$ cat src/rtl/cell_select_decoder.sv
// Tic-tac-toe cell selector: maps the cursor to a board cell, turns the raw button into press events and runs the game.
// Define CELL_WIN_DETECT_EN to enable line (win) detection; without it only a full board ends the game, as a draw.
module cell_select_decoder (
    input  logic       clk,
    input  logic       rst,
    input  logic [9:0] x_pos,
    input  logic [9:0] y_pos,
    input  logic       place_btn,
    input  logic       new_game,
    output logic [3:0] cell_idx,
    output logic [8:0] board_x,
    output logic [8:0] board_o,
    output logic       turn,
    output logic       reject,
    output logic [1:0] winner
);

    localparam int unsigned COORD_W = 10;
    localparam int unsigned CELL_W  = 4;
    localparam int unsigned NCELL   = 9;

    localparam logic [COORD_W-1:0] COL0_LO  = COORD_W'(163);
    localparam logic [COORD_W-1:0] COL1_LO  = COORD_W'(268);
    localparam logic [COORD_W-1:0] COL2_LO  = COORD_W'(373);
    localparam logic [COORD_W-1:0] COL_LAST = COORD_W'(477);
    localparam logic [COORD_W-1:0] ROW0_LO  = COORD_W'(83);
    localparam logic [COORD_W-1:0] ROW1_LO  = COORD_W'(188);
    localparam logic [COORD_W-1:0] ROW2_LO  = COORD_W'(293);
    localparam logic [COORD_W-1:0] ROW_LAST = COORD_W'(397);

    localparam logic [CELL_W-1:0] OFF_BOARD = CELL_W'(15);

    localparam logic [1:0] WIN_NONE = 2'b00;
    localparam logic [1:0] WIN_X    = 2'b01;
    localparam logic [1:0] WIN_O    = 2'b10;
    localparam logic [1:0] WIN_DRAW = 2'b11;

    typedef enum logic [1:0] {
        IDLE  = 2'd0,
        PLACE = 2'd1,
        CHECK = 2'd2,
        DONE  = 2'd3
    } state_t;

    state_t              state;
    state_t              state_nxt;
    logic [CELL_W-1:0]   target;
    logic [CELL_W-1:0]   target_nxt;
    logic [NCELL-1:0]    board_x_nxt;
    logic [NCELL-1:0]    board_o_nxt;
    logic                turn_nxt;
    logic                reject_nxt;
    logic [1:0]          winner_nxt;

    logic [1:0]          col_c;
    logic [1:0]          row_c;
    logic                col_ok_c;
    logic                row_ok_c;
    logic [CELL_W-1:0]   cell_c;

    logic                btn_meta;
    logic                btn_sync;
    logic                btn_prev;
    logic                press_c;

    logic [NCELL-1:0]    cur_mask_c;
    logic [NCELL-1:0]    tgt_mask_c;
    logic                occupied_c;
    logic                full_c;
    logic                x_line_c;
    logic                o_line_c;

    // Cursor position to column/row bands
    always_comb begin
        col_c    = 2'd0;
        col_ok_c = 1'b1;
        if (x_pos >= COL0_LO && x_pos < COL1_LO) begin
            col_c = 2'd0;
        end else if (x_pos >= COL1_LO && x_pos < COL2_LO) begin
            col_c = 2'd1;
        end else if (x_pos >= COL2_LO && x_pos <= COL_LAST) begin
            col_c = 2'd2;
        end else begin
            col_ok_c = 1'b0;
        end

        row_c    = 2'd0;
        row_ok_c = 1'b1;
        if (y_pos >= ROW0_LO && y_pos < ROW1_LO) begin
            row_c = 2'd0;
        end else if (y_pos >= ROW1_LO && y_pos < ROW2_LO) begin
            row_c = 2'd1;
        end else if (y_pos >= ROW2_LO && y_pos <= ROW_LAST) begin
            row_c = 2'd2;
        end else begin
            row_ok_c = 1'b0;
        end

        if (col_ok_c && row_ok_c) begin
            cell_c = ({2'b00, row_c} << 1) + {2'b00, row_c} + {2'b00, col_c};
        end else begin
            cell_c = OFF_BOARD;
        end
    end

    always_ff @(posedge clk or posedge rst) begin
        if (rst) begin
            cell_idx <= OFF_BOARD;
        end else begin
            cell_idx <= cell_c;
        end
    end

    // Two-flop synchronizer plus edge flop; a held button produces a single event
    always_ff @(posedge clk or posedge rst) begin
        if (rst) begin
            btn_meta <= 1'b0;
            btn_sync <= 1'b0;
            btn_prev <= 1'b0;
        end else begin
            btn_meta <= place_btn;
            btn_sync <= btn_meta;
            btn_prev <= btn_sync;
        end
    end

    assign press_c    = btn_sync & ~btn_prev;
    assign cur_mask_c = NCELL'(1) << cell_idx;
    assign tgt_mask_c = NCELL'(1) << target;
    assign occupied_c = |(cur_mask_c & (board_x | board_o));
    assign full_c     = &(board_x | board_o);

`ifdef CELL_WIN_DETECT_EN
    function automatic logic has_line(input logic [NCELL-1:0] b);
        has_line = (b[0] & b[1] & b[2]) | (b[3] & b[4] & b[5]) | (b[6] & b[7] & b[8])
                 | (b[0] & b[3] & b[6]) | (b[1] & b[4] & b[7]) | (b[2] & b[5] & b[8])
                 | (b[0] & b[4] & b[8]) | (b[2] & b[4] & b[6]);
    endfunction

    assign x_line_c = has_line(board_x);
    assign o_line_c = has_line(board_o);
`else
    assign x_line_c = 1'b0;
    assign o_line_c = 1'b0;
`endif

    // State and game registers
    always_ff @(posedge clk or posedge rst) begin
        if (rst) begin
            state   <= IDLE;
            target  <= '0;
            board_x <= '0;
            board_o <= '0;
            turn    <= 1'b0;
            reject  <= 1'b0;
            winner  <= WIN_NONE;
        end else begin
            state   <= state_nxt;
            target  <= target_nxt;
            board_x <= board_x_nxt;
            board_o <= board_o_nxt;
            turn    <= turn_nxt;
            reject  <= reject_nxt;
            winner  <= winner_nxt;
        end
    end

    // Next-state and game update; new_game overrides everything, including a coincident press
    always_comb begin
        state_nxt   = state;
        target_nxt  = target;
        board_x_nxt = board_x;
        board_o_nxt = board_o;
        turn_nxt    = turn;
        reject_nxt  = 1'b0;
        winner_nxt  = winner;

        if (new_game) begin
            state_nxt   = IDLE;
            board_x_nxt = '0;
            board_o_nxt = '0;
            turn_nxt    = 1'b0;
            winner_nxt  = WIN_NONE;
        end else begin
            case (state)
                IDLE: begin
                    if (press_c) begin
                        if (cell_idx != OFF_BOARD && !occupied_c) begin
                            target_nxt = cell_idx;
                            state_nxt  = PLACE;
                        end else begin
                            reject_nxt = 1'b1;
                        end
                    end
                end
                PLACE: begin
                    if (!turn) begin
                        board_x_nxt = board_x | tgt_mask_c;
                    end else begin
                        board_o_nxt = board_o | tgt_mask_c;
                    end
                    turn_nxt  = ~turn;
                    state_nxt = CHECK;
                end
                CHECK: begin
                    if (x_line_c) begin
                        winner_nxt = WIN_X;
                        state_nxt  = DONE;
                    end else if (o_line_c) begin
                        winner_nxt = WIN_O;
                        state_nxt  = DONE;
                    end else if (full_c) begin
                        winner_nxt = WIN_DRAW;
                        state_nxt  = DONE;
                    end else begin
                        state_nxt = IDLE;
                    end
                end
                DONE: begin
                    state_nxt = DONE;
                end
                default: begin
                    state_nxt = IDLE;
                end
            endcase
        end
    end

endmodule

$ cat config.mk
export PLATFORM = sky130hd
export DESIGN_NAME = cell_select_decoder
export DESIGN_NICKNAME = d
export VERILOG_FILES = /design/src/rtl/cell_select_decoder.sv
export SDC_FILE = /design/constraint.sdc
export NUM_CORES = 1
export LEC_CHECK = 0
export ABC_AREA = 1
export CORE_MARGIN = 2
export CORE_UTILIZATION = 42
export CTS_CLUSTER_SIZE = 16
export DETAILED_ROUTE_END_ITERATION = 8
export PLACE_DENSITY = 0.73
export RECOVER_POWER = 25
export SYNTH_ARGS = -nofsm -noshare
export SYNTH_HDL_FRONTEND = slang
export SYNTH_SLANG_ARGS = --single-unit
$ cat constraint.sdc
create_clock -name clk -period 1.3 [get_ports clk]
set_input_delay 0.195 -clock clk [delete_from_list [all_inputs] [get_ports clk]]
set_output_delay 0.195 -clock clk [all_outputs]
set_load 0.01 [all_outputs]
**Word-level counts from Yosys, hierarchy flattened**

Index checks and enable logic that the tools add are counted.

- Add/sub/neg operators: 2
- $lt $le $gt $ge: 12
- Equality and inequality tests: 7
- Shift-type cells: 2
- Multiplexer cells: 33
- Bitwise logic cells: 8
- Reductions and logical operators: 21

Operators by type and width:

| kind | number |
|---|---|
| two-way mux 9 bit | 6 |
| greater-or-equal comparator 10 x 9 -> 1 bit (second input constant) | 3 |
| < comparator 10 x 9 -> 1 bit (second input constant) | 3 |
| bitwise OR 9 bit | 3 |
| two-way mux 2 bit | 13 |
| greater-or-equal comparator 10 x 8 -> 1 bit (second input constant) | 2 |
| less-or-equal comparator 10 x 9 -> 1 bit (second input constant) | 2 |
| left shift 1 x 4 -> 9 bit (first input constant) | 2 |
| two-way mux 1 bit | 12 |
| greater-or-equal comparator 10 x 7 -> 1 bit (second input constant) | 1 |
| < comparator 10 x 8 -> 1 bit (second input constant) | 1 |
| bitwise AND 9 bit | 1 |
| AND reduction 9 bit | 1 |
| OR reduction 9 bit | 1 |
| logical AND 1 bit | 8 |
| case mux 2 bit (4 select lines) | 1 |
| AND reduction 2 bit | 4 |
| nonzero test 2 bit | 4 |
| != test 3 bit (second input constant) | 2 |
| adder 3 x 2 -> 4 bit | 1 |
| adder 4 x 2 -> 4 bit | 1 |
| == test 2 bit (second input constant) | 2 |
| two-way mux 4 bit | 1 |
| != test 4 bit (second input constant) | 1 |
| other kinds (7) | 9 |

- Register bits: 35
- Input bits: 24
- Output and inout bits: 26
- Logic and storage cells: 96

**Depth between registers and ports, before layout**

- Word-level depth: 9
- Gate-level depth with buffers: 12
- Gate-level depth less buffers: 12

**Worst setup path after synthesis**

Ideal clock, no wire load.

- Path type: input port to flip-flop
- Start point: input port x_pos[1]
- End point: register cell_idx[2]
- Setup time: 0.084 ns
- Arrival: 1.961 ns
- Data required time: 1.216 ns
- Slack: -0.745 ns
- Cell stages on the path: 9
- Buffers on the path: 0
- Path through: or2_0 -> o21ai_1 -> a21oi_1 -> nand2_1 -> inv_1 -> fa_1 -> ha_1 -> fa_1 -> nand3b_1

- Longest elaborated chain between the ends: 7
- Elaborated cells on any way between the ends: 18
- Classes of those cells: 1 x add/sub; 6 x order compare; 7 x mux; 4 x reduce/logical

Ends and longest elaborated chain:

| element | RTL line | source |
|---|---|---|
| start, declared | 6 | `input logic [9:0] x_pos,` |
| greater-or-equal comparator 10 x 9 -> 1 bit or less-or-equal comparator 10 x 9 -> 1 bit (tied branches) | 81 | `end else if (x_pos >= COL2_LO && x_pos <= COL_LAST) begin` |
| logical AND 1 bit | 81 |  |
| two-way mux 2 bit or two-way mux 1 bit (tied branches) | 81 |  |
| two-way mux 2 bit or two-way mux 1 bit (tied branches) | 79 | `end else if (x_pos >= COL1_LO && x_pos < COL2_LO) begin` |
| two-way mux 2 bit or two-way mux 1 bit (tied branches) | 77 | `if (x_pos >= COL0_LO && x_pos < COL1_LO) begin` |
| adder 4 x 2 -> 4 bit or logical AND 1 bit (tied branches) | 100, 99 |  |
| two-way mux 4 bit * | 99 | `if (col_ok_c && row_ok_c) begin` |
| named net cell_c[2] | 59 | `logic [CELL_W-1:0] cell_c;` |
| end signal, assigned | 110 | `cell_idx <= cell_c;` |
| end, declared | 10 | `output logic [3:0] cell_idx,` |

Mark *: on every way through the listed nets, which the timed path passes. The rest lies on a longest branch.
A chain may end at the register's enable or synchronous reset.

**Worst setup path after layout**

- Start point: input port y_pos[5]
- End point: register cell_idx[2]

- Longest elaborated chain between the ends: 8
- Elaborated cells on any way between the ends: 19
- Classes of those cells: 2 x add/sub; 6 x order compare; 7 x mux; 4 x reduce/logical

Ends and longest elaborated chain:

| element | RTL line | source |
|---|---|---|
| start, declared | 7 | `input logic [9:0] y_pos,` |
| greater-or-equal comparator 10 x 9 -> 1 bit or less-or-equal comparator 10 x 9 -> 1 bit (tied branches) | 93 | `end else if (y_pos >= ROW2_LO && y_pos <= ROW_LAST) begin` |
| logical AND 1 bit | 93 |  |
| two-way mux 2 bit | 93 |  |
| two-way mux 2 bit | 91 | `end else if (y_pos >= ROW1_LO && y_pos < ROW2_LO) begin` |
| two-way mux 2 bit | 89 | `if (y_pos >= ROW0_LO && y_pos < ROW1_LO) begin` |
| adder 3 x 2 -> 4 bit | 100 | `cell_c = ({2'b00, row_c} << 1) + {2'b00, row_c} + {2'b00, col_c};` |
| adder 4 x 2 -> 4 bit | 100 |  |
| two-way mux 4 bit * | 99 |  |
| named net cell_c[2] | 59 |  |

Marked as above.

==> results.cfg <==
[worst_setup_path]
cp.arrival_ps = 2240
crit_slowest_cell = fa_1
end_kind = flip-flop
worst-path-max-fanout = 5
cp_slowest_stage_delay_ps = 480
worstSetupPathType = primary input to flip-flop
critPathLaunchType = primary input
cp_cell_sequence = buf_2 -> nand2_2 -> nor3_2 -> nand2_1 -> nand2_2 -> nand3_2 -> inv_2 -> fa_1 -> ha_4 -> fa_1 -> nand3b_1
required_ps = 1510

[synthesis]
postSynthAreaPerCell_sq_um = 7.37
yosys_warnings = 0
synth_area_leaders = dfrtp_1 37%, nand2_1 13%, inv_1 7.5%, nor2_1 6.5%, a21oi_1 6.5%
yosysTopAreaCell = dfrtp_1
synth.top_cell.area_share_pct = 37.3
synthCells = 273
yosysSeqAreaShare_pct = 42.5
synth.net_count = 301
synth_seq_cells = 34
synth_area_sq_mm = 0.00201
synth_cell_types = 32

[floorplan]
ios = 50
initial_core_util_pct = 43.2
core_sq_mm = 0.00466
num_rows = 25
dieArea_sq_mm = 0.00536
die_h_microns = 73.2
die_w_microns = 73.2

[layout]
fin_util_pct = 75.5
diodes = 0
area_growth_pct = 74.8
fin_area_sq_mm = 0.00352
nNetsFinal = 424
drive_gt1_share_pct = 47.6

[timing]
setup_ws_ps = -724
timing.fmax_mhz = 494
setup_viol = 12
final_hold_viol_count = 0
slew_viol_final = 0
rsz0062_at_grt = true
fin_crit_ps = 2020
finalCritPeriodShare_pct = 156
setup_tns_ps = -2520
fin_skew_ps = 9.52
max_slew_margin_pct = 44.4
tightest_slew_ps = 833

[power]
p_leak_nw = 1.79
peakVddDrop_v = 0.000418
pwr-share-clk_pct = 22.9
power_frac_seq_pct = 37.6
p_comb_share_pct = 39.5
intPower_mw = 2.28
cellPowerDensity_mw_per_mm2 = 1010
switching_share_pct = 35.9
switchingPower_mw = 1.27

[detailed_routing]
antenna_left = 0
drt_wl_total_mm = 6.37
drt_pass1_iterations = 4
wl_per_cell_microns = 14.1
drc_errors = 0
via_count = 2298
drtIter0Drc = 61
viasPerCell = 5.10

[cts]
clockBufferDepth = 2
cts_max_level = 2
root_buffer = clkbuf_8
clock_latency_ps = 300
cts_tree = yes
clk_pin_slew_ps = 60
cts_num_sinks = 34
cts_buffers = 5

[placement]
place_congestion = 0.821
dpl_cell_area_sq_mm = 0.00283
port-buffer-count = 49
place_hpwl_mm = 3.62

[outcome]
status = finished, violations left
violations = negative setup slack

[global_route]
grtUsageTotal_pct = 24.6
grt_pass1_vias = 2233
antenna_found_initial = 0
overflow = 0
grt_max_degree = 35
grt_pass1_wl_mm = 9.88

[worst_hold_path]
hp-class = flip-flop to flip-flop

[flow_run]
max-cap-violations = 0
-- path summary, 6_finish.rpt --
kind / cells after the start / slack (ps) / start / to
worst min register to register: 0 / 370 / btn_meta / btn_sync
min in group asynchronous: 3 / 580 / rst / board_x[2]
worst max-delay path: 11 / -720 / y_pos[5] / cell_idx[2]
worst min-delay path: 0 / 370 / btn_meta / btn_sync
worst max register to register: 10 / -130 / cell_idx[1] / target[2]
max in group asynchronous: 3 / 190 / rst / board_x[7]
-- repair_timing --
action                                  4_1_cts  5_1_grt
hold buffers                                  0        0
endpoints found under the setup margin       36       17
pin swaps                                    29       37
gates resized for setup                     189       66
cloned                                        0        0
setup buffers                                47        9
-- state kept, by name, summed over array words and instances (netlist names) --
name / cells
board_o: 9
board_x: 9
btn_meta: 1
btn_prev: 1
btn_sync: 1
cell_idx: 4
reject: 1
state: 2
target: 4
turn: 1
winner: 1
-- kinds of logic (layout without fill, tap and decap cells) --
logic type | count (synthesis) | in the layout | share of synthesized area [%]
compound gates | 31 | 31 | 8.39
simple gates | 156 | 156 | 36.7
fa+ha+maj | 4 | 4 | 3.23
buf+inv | 48 | 172 | 9.14
flops | 34 | 34 | 42.5
-- synth_stat cells, drive strengths merged --
library cell,count
nand3,19
nor2b,1
nand3b,4
dfrtp,30
fa,2
or2,3
dfstp,4
o21ai,2
ha,2
nand4,9
a21oi,28
inv,44
nand2,73
nor3b,1
o21a,1
nor3,7
buf,1
clkbuf,2
clkinv,1
nor2,39
-- critical path: cells and delay by family --
family,cells,cell delay [ps]
fa+ha+maj,3,1090
buf+inv,2,250
simple gates,6,720
-- power groups by stage --
stage | Combinational, mW | Sequential (mW) | Clock [mW]
after floorplan | 0.619 | 1.35 | 0
after global placement | 1.05 | 1.33 | 0
after detailed placement | 1.08 | 1.34 | 0
after CTS | 1.27 | 1.32 | 0.817
after global routing | 1.55 | 1.36 | 0.856
final | 1.40 | 1.33 | 0.812
-- layout by cell type, fill, tap and decap left out, types with 2 or more instances in the layout --
| cell type | n |
|---|---|
| inv_2 | 10 |
| buf_8 | 4 |
| or2_4 | 2 |
| dlygate4sd2_1 | 18 |
| buf_6 | 31 |
| nor3_2 | 5 |
| clkbuf_2 | 2 |
| fa_1 | 2 |
| dlygate4sd3_1 | 2 |
| dfrtp_1 | 30 |
| nor2_1 | 25 |
| inv_4 | 4 |
| clkbuf_8 | 6 |
| nand3_4 | 6 |
| nand2_2 | 21 |
| nand3_1 | 7 |
| dfstp_2 | 4 |
| buf_4 | 49 |
| a21oi_2 | 7 |
| inv_1 | 30 |
| a21oi_1 | 21 |
| nand3b_1 | 4 |
| nor3_1 | 2 |
| nand4_1 | 9 |
| nor2_4 | 9 |
| clkbuf_1 | 2 |
| nand2_4 | 4 |
| nor2_2 | 5 |
| nand3_2 | 6 |
| buf_2 | 7 |
| nand2_1 | 48 |
| clkdlybuf4s15_1 | 4 |
-- metal layers --
layer  part of all wire [%]  wire (microns)  vias to the layer above  global-route usage (%)
li1                       -               -                     1115                       -
met1                     38            2450                     1074                    27.0
met2                     54            3420                       88                    44.5
met3                    4.5             284                       21                    5.39
met4                    3.6             227                        0                    11.9
met5                      0               0                        -                       0
-- metrics by stage --
| step | worst slack, ps | power (mW) | hold slack (ps) | cells |
|---|---|---|---|---|
| detailed placement | -1370 | 2.42 | 336 | 407 |
| floorplan | -719 | 1.97 | 226 | 273 |
| CTS | -693 | 3.41 | 250 | 460 |
| global route | -811 | 3.76 | 374 | 451 |
| finish | -724 | 3.55 | 366 | 451 |
| global placement | -1250 | 2.39 | 340 | 407 |
-- cell type report --
type                       count  area, sq um
timing repair buffer         119         1070
fill                         353         1140
multi-input combinational    191         1260
clock buffer                   8         90.1
sequential                    34          856
tap                           54         67.6
inverter                      45          179
(Power assumes the default switching activity.)
